File: src/rtl/fft_cbfp_pkg.sv
// fft_cbfp_pkg: shared widths and types for the CBFP scale-factor scheduler
package fft_cbfp_pkg;
  localparam int SF_W = 5;
  localparam int NBLK = 32;
  localparam int BEATS1 = 8;
  typedef logic [SF_W-1:0] sf_t;
  typedef logic [SF_W:0] sf_total_t;
  typedef logic [$clog2(NBLK)-1:0] idx_t;
  typedef logic [$clog2(BEATS1)-1:0] beat_t;
  typedef logic bank_t;
endpackage

File: src/rtl/sf_bank_ram.sv
// sf_bank_ram: two-bank sf0/sf1 store; 1-wide stage-0 write, 4-wide stage-1 write, registered read of both arrays
// ports: clk/rstn/clr; we0,wb0,wa0,wd0 stage-0 write; we1,wb1,wa1,wd1 stage-1 beat write; re,rb,ra read -> rd0,rd1
module sf_bank_ram
  import fft_cbfp_pkg::*;
(
  input  logic        clk,
  input  logic        rstn,
  input  logic        clr,
  input  logic        we0,
  input  bank_t       wb0,
  input  idx_t        wa0,
  input  sf_t         wd0,
  input  logic        we1,
  input  bank_t       wb1,
  input  beat_t       wa1,
  input  sf_t [3:0]   wd1,
  input  logic        re,
  input  bank_t       rb,
  input  idx_t        ra,
  output sf_t         rd0,
  output sf_t         rd1
);
  sf_t mem0 [2*NBLK];
  sf_t mem1 [2*NBLK];
  sf_t rd0_q, rd0_d, rd1_q, rd1_d;
  always_ff @(posedge clk) begin
    if (we0) mem0[{wb0, wa0}] <= wd0;
    if (we1) for (int k = 0; k < 4; k++) mem1[{wb1, wa1, 2'(k)}] <= wd1[k];
  end
  always_comb begin
    rd0_d = clr ? '0 : re ? mem0[{rb, ra}] : rd0_q;
    rd1_d = clr ? '0 : re ? mem1[{rb, ra}] : rd1_q;
  end
  always_ff @(posedge clk or negedge rstn) begin
    if (!rstn) begin
      rd0_q <= '0;
      rd1_q <= '0;
    end else begin
      rd0_q <= rd0_d;
      rd1_q <= rd1_d;
    end
  end
  assign rd0 = rd0_q;
  assign rd1 = rd1_q;
endmodule

File: src/rtl/cbfp_sf_sched.sv
// cbfp_sf_sched: ping-pong scale-factor buffer releasing sf0+sf1 per block to the reorder stage
// ports: push0/sf0_in stage-0 push; push1/sf1_in stage-1 4-lane push; pop request;
//        frame_rdy, sf_valid/sf_total/sf_idx/frame_done read side; sticky ovf_err/udf_err
module cbfp_sf_sched
  import fft_cbfp_pkg::*;
(
  input  logic       clk,
  input  logic       rstn,
  input  logic       clr,
  input  logic       push0,
  input  sf_t        sf0_in,
  input  logic       push1,
  input  sf_t [3:0]  sf1_in,
  input  logic       pop,
  output logic       frame_rdy,
  output logic       sf_valid,
  output sf_total_t  sf_total,
  output idx_t       sf_idx,
  output logic       frame_done,
  output logic       ovf_err,
  output logic       udf_err
);
  idx_t cnt0_q, cnt0_d, rcnt_q, rcnt_d, idx_q, idx_d;
  beat_t cnt1_q, cnt1_d;
  bank_t wb0_q, wb0_d, wb1_q, wb1_d, rb_q, rb_d;
  logic [1:0] done0_q, done0_d, done1_q, done1_d;
  logic valid_q, valid_d, fdone_q, fdone_d, ovf_q, ovf_d, udf_q, udf_d;
  logic acc0, acc1, pop_ok, end0, end1, end_r;
  sf_t rd0, rd1;
  assign frame_rdy = done0_q[rb_q] & done1_q[rb_q];
  assign acc0 = push0 & ~done0_q[wb0_q];
  assign acc1 = push1 & ~done1_q[wb1_q];
  assign pop_ok = pop & frame_rdy;
  assign end0 = acc0 & (cnt0_q == idx_t'(NBLK-1));
  assign end1 = acc1 & (cnt1_q == beat_t'(BEATS1-1));
  assign end_r = pop_ok & (rcnt_q == idx_t'(NBLK-1));
  // a bank being released cannot also be completing a write, so clear-then-set order is safe
  always_comb begin
    cnt0_d = cnt0_q + idx_t'(acc0);
    cnt1_d = cnt1_q + beat_t'(acc1);
    rcnt_d = rcnt_q + idx_t'(pop_ok);
    wb0_d = wb0_q ^ end0;
    wb1_d = wb1_q ^ end1;
    rb_d = rb_q ^ end_r;
    done0_d = done0_q;
    done1_d = done1_q;
    if (end_r) begin
      done0_d[rb_q] = 1'b0;
      done1_d[rb_q] = 1'b0;
    end
    if (end0) done0_d[wb0_q] = 1'b1;
    if (end1) done1_d[wb1_q] = 1'b1;
    valid_d = pop_ok;
    idx_d = pop_ok ? rcnt_q : idx_q;
    fdone_d = end_r;
    ovf_d = ovf_q | (push0 & done0_q[wb0_q]) | (push1 & done1_q[wb1_q]);
    udf_d = udf_q | (pop & ~frame_rdy);
    if (clr) begin
      cnt0_d = '0;
      cnt1_d = '0;
      rcnt_d = '0;
      wb0_d = '0;
      wb1_d = '0;
      rb_d = '0;
      done0_d = '0;
      done1_d = '0;
      valid_d = 1'b0;
      idx_d = '0;
      fdone_d = 1'b0;
      ovf_d = 1'b0;
      udf_d = 1'b0;
    end
  end
  always_ff @(posedge clk or negedge rstn) begin
    if (!rstn) begin
      cnt0_q <= '0;
      cnt1_q <= '0;
      rcnt_q <= '0;
      wb0_q <= '0;
      wb1_q <= '0;
      rb_q <= '0;
      done0_q <= '0;
      done1_q <= '0;
      valid_q <= 1'b0;
      idx_q <= '0;
      fdone_q <= 1'b0;
      ovf_q <= 1'b0;
      udf_q <= 1'b0;
    end else begin
      cnt0_q <= cnt0_d;
      cnt1_q <= cnt1_d;
      rcnt_q <= rcnt_d;
      wb0_q <= wb0_d;
      wb1_q <= wb1_d;
      rb_q <= rb_d;
      done0_q <= done0_d;
      done1_q <= done1_d;
      valid_q <= valid_d;
      idx_q <= idx_d;
      fdone_q <= fdone_d;
      ovf_q <= ovf_d;
      udf_q <= udf_d;
    end
  end
  sf_bank_ram u_ram (
    .clk(clk), .rstn(rstn), .clr(clr),
    .we0(acc0), .wb0(wb0_q), .wa0(cnt0_q), .wd0(sf0_in),
    .we1(acc1), .wb1(wb1_q), .wa1(cnt1_q), .wd1(sf1_in),
    .re(pop_ok), .rb(rb_q), .ra(rcnt_q),
    .rd0(rd0), .rd1(rd1)
  );
  assign sf_total = {1'b0, rd0} + {1'b0, rd1};
  assign sf_valid = valid_q;
  assign sf_idx = idx_q;
  assign frame_done = fdone_q;
  assign ovf_err = ovf_q;
  assign udf_err = udf_q;
endmodule

File: config.mk
export PLATFORM = sky130hd
export DESIGN_NAME = cbfp_sf_sched
export DESIGN_NICKNAME = d
export VERILOG_FILES = /design/src/rtl/fft_cbfp_pkg.sv /design/src/rtl/sf_bank_ram.sv /design/src/rtl/cbfp_sf_sched.sv
export SDC_FILE = /design/constraint.sdc
export NUM_CORES = 1
export LEC_CHECK = 0
export ABC_AREA = 1
export CAP_MARGIN = 20
export CORE_AREA = 5 5 223 225
export DETAILED_ROUTE_END_ITERATION = 12
export DIE_AREA = 0 0 228 230
export GPL_TIMING_DRIVEN = 0
export PLACE_DENSITY = 0.75
export REMOVE_ABC_BUFFERS = 1
export SLEW_MARGIN = 20
export SYNTH_ARGS = -nofsm -noshare
export SYNTH_HDL_FRONTEND = slang
export SYNTH_SLANG_ARGS = --single-unit
File: constraint.sdc
create_clock -name clk -period 3.2 [get_ports clk]
set_input_delay 0.48 -clock clk [delete_from_list [all_inputs] [get_ports clk]]
set_output_delay 0.48 -clock clk [all_outputs]
set_load 0.005 [all_outputs]
==> impl_metrics.tcl <==
set metrics [dict create \
    outcome "finished, final reports clean" \
    place.gp.congestion 0.832 \
    syn_avg_cell_area_um2 10.4 \
    syn_to_final_growth_pct 11.7 \
    max_cap_violations 0 \
    drv_slew 0 \
    hpwl_um 38000 \
    async_flop_share 0.0574 \
    cts_sinks 679 \
    cp_data_arrival_time_ns 2.69 \
    dieArea_um2 52400 \
    setup_viol 0 \
    rows 80 \
    dr.pass1.iters 5 \
    synth-edff-count 640 \
    critPathRequiredTime_ns 2.72 \
    crit_fanout 2 \
    ys_top_cells_by_area "edfxtp_1 66%, nand2_1 12%, nand3_1 4.7%" \
    min_path_type "primary input to async pin" \
    hold_viol_final 0 \
    route.detailed.drc 0 \
    drtIter0Drc 2253 \
    cts_buffer_depth 3 \
    fmax_mhz 315 \
    cts_tree "done" \
    synthCells 2793 \
    wl_met2_um 33800 \
    io_pins 47 \
    worstSkewPairLatency_ns 0.59 \
    fillers 3299 \
    tightest_slew_ns 1.11 \
    post_drt_via_cell_ratio 5.75 \
    dpl_worst_slack_ns -0.521 \
    grt_max_degree 105 \
    vias 19900 \
    ys_seq_area_frac 0.694 \
    antenna_found_initial 2 \
    p_comb_frac 0.021 \
    power_density_nw_per_um2 548 \
    fp.coreArea_um2 47300 \
    relSlewSlack 0.254 \
    wl_met1_um 27100 \
    post-route-period-util 0.991 \
    cts_buffers 67 \
    yosysWarnings 0 \
    dieWidth_um 228 \
    seqPwrFrac 0.551 \
    drive_gt1_frac 0.0582 \
    p_sw_uw 3520 \
    rsz0062_at_grt "true" \
    grt_use_total 0.267 \
    clk_pin_slew_ns 0.06 \
    route.met3.wl_um 7930 \
    p_int_uw 14300 \
    layout.nets 2842 \
    grt_pass1_wl_um 109000 \
    ys_ff_latch 679 \
    period_needed_ns 3.17 \
    cts_root_buffer "clkbuf_16" \
    wl_per_cell_um 20.6 \
    syn_area_um2 29100 \
    power_frac_clock 0.428 \
    grt_pass1_vias 19800 \
    startpoint_type "flip-flop" \
    cp-end-kind "primary output" \
    portBuffers 46 \
    grt-ovfl-total 0 \
    clock_skew_ns 0.0192 \
    synth_top_area_frac 0.660 \
    htree_levels 3 \
    vdd_ir_drop_max_mv 0.357 \
    swShare 0.197 \
    p_leak_uw 0.0129 \
    crit_type "flip-flop to primary output" \
    dieHeight_um 230 \
    finalWorstSetupSlack_ns 0.0291 \
    yosysTopAreaCell "edfxtp_1" \
    yosys_most_used_dff "edfxtp_1" \
    antenna_left 0 \
    synth.distinct_cells 31 \
    power_uw 17800 \
    wirelength_um 71300 \
    start_util 0.615 \
    top_layer_used "met4" \
]
-- layout by cell type, fill, tap and decap left out, types with 2 or more instances in the layout --
| master | synthesis | layout |
|---|---|---|
| nand3_1 | 273 | 273 |
| buf_8 | 1 | 4 |
| nor2_2 | 0 | 3 |
| clkbuf_8 | 0 | 2 |
| o21ai_0 | 84 | 83 |
| clkinv_2 | 0 | 9 |
| ha_1 | 11 | 11 |
| inv_2 | 2 | 2 |
| clkinvlp_4 | 0 | 2 |
| clkbuf_1 | 56 | 19 |
| or2_2 | 10 | 10 |
| nand4_1 | 5 | 5 |
| edfxtp_1 | 640 | 640 |
| inv_8 | 0 | 2 |
| inv_1 | 268 | 266 |
| nor3_1 | 18 | 18 |
| buf_12 | 0 | 8 |
| buf_2 | 42 | 3 |
| nor2_4 | 1 | 14 |
| dfrtp_1 | 39 | 34 |
| clkdlybuf4s50_1 | 0 | 40 |
| buf_4 | 7 | 6 |
| clkinv_1 | 3 | 17 |
| buf_16 | 0 | 9 |
| dfrtp_4 | 0 | 3 |
| a21oi_1 | 54 | 54 |
| bufinv_16 | 0 | 3 |
| dfrtp_2 | 0 | 2 |
| nand2_1 | 908 | 907 |
| o21ai_1 | 21 | 22 |
| nor2_1 | 306 | 290 |
| clkbuf_16 | 0 | 75 |
-- critical path, cell delays in order (launching register included) --
cell	delay, ns
dfrtp_1	0.37
ha_1	0.16
inv_1	0.07
fa_1	0.42
o21ai_1	0.25
xor2_2	0.27
clkdlybuf4s50_1	0.57
-- through the flow --
| stage | instance area (µm²) | TNS, ns | std cells | hold WS, ns | utilization |
|---|---|---|---|---|---|
| floorplan | 28400 | -105.42 | 2653 | 0.184 | - |
| global placement | 29600 | -309.10 | 3314 | 0.468 | 0.625 |
| detailed placement | 30200 | -3.84 | 3334 | 0.338 | 0.637 |
| CTS | 32400 | 0 | 3462 | 0.249 | 0.684 |
| global route | 32500 | -0.0726 | 3466 | 0.322 | 0.687 |
| finish | 32500 | 0 | 3467 | 0.300 | 0.687 |
-- registers in the layout, indices dropped and copies added (netlist names), 2 cells and up --
register	flops
rcnt_q	5
done1_q	2
u_ram.rd0	5
u_ram.mem1	320
done0_q	2
u_ram.mem0	320
u_ram.rd1	5
cnt1_q	3
sf_idx	5
cnt0_q	5
-- cell families after synthesis --
| family | Yosys count | share of synthesized area |
|---|---|---|
| simple gates | 1522 | 0.211 |
| compound gates | 162 | 0.0281 |
| xor+xnor | 3 | 0.000903 |
| mux | 1 | 0.000344 |
| fa+ha+maj | 12 | 0.00542 |
| buf+inv | 414 | 0.0610 |
| flops | 679 | 0.694 |
-- power by group through the flow --
stage / Sequential, µW / Combinational, µW / Clock [µW]
6_report: 9810 / 382 / 7620
5_1_grt: 9810 / 414 / 8080
4_1_cts: 9810 / 379 / 7690
3_5_place_dp: 10000 / 376 / 0
3_3_place_gp: 10000 / 351 / 0
2_1_floorplan: 9990 / 109 / 0
-- final cells by class --
cell class	instances	area (µm²)	share of cell area
well taps	615	769	0.0237
diodes	1	2.50	0.0000770
inverters	274	1070	0.0329
multi-input cells	1700	7300	0.224
repair inverters	2	20.0	0.000616
flip-flops and latches	679	20200	0.622
clock inverters	27	193	0.00593
repair buffers	75	1030	0.0317
clock buffers	94	1930	0.0592
-- timing repair --
item	in CTS	in global routing
hold endpoints to repair	33	0
gates resized for setup	4	7
pin swaps	1	2
gates cloned	3	3
hold buffers	1	0
buffers inserted	3	1
setup endpoints to repair	17	11
-- synth_stat cells, drive strengths merged (5+ instances only) --
cell type / instances
nand2: 908
edfxtp: 640
nor2: 307
nand3: 273
inv: 271
o21ai: 105
buf: 83
clkbuf: 57
a21oi: 54
dfrtp: 39
nor3: 18
ha: 11
or2: 10
nand4: 5
-- per-layer routing --
metal,global-route usage,vias up
met5,0,-
met4,0.102,0
met3,0.0604,179
met2,0.441,1055
met1,0.352,9499
li1,-,9203
-- path summary, 6_finish.rpt --
| check | startpoint | end | slack (ns) | cells after the start |
|---|---|---|---|---|
| min | rstn | sf_idx[4]$_DFFE_PN0P_ | 0.30 | 2 |
| min reg2reg | sf_idx[1]$_DFFE_PN0P_ | sf_idx[1]$_DFFE_PN0P_ | 0.48 | 2 |
| max reg2reg | rcnt_q[2]$_DFF_PN0_ | u_ram.rd0[4]$_DFFE_PN0P_ | 0.16 | 9 |
| min in group clk | sf0_in[3] | u_ram.mem0[41][3]$_DFFE_PP_ | 0.41 | 1 |
| max | u_ram.rd1[0]$_DFFE_PN0P_ | sf_total[4] | 0.03 | 6 |
| max in group asynchronous | rstn | rcnt_q[1]$_DFF_PN0_ | 2.43 | 3 |
Power figures use the tool's default switching activity.
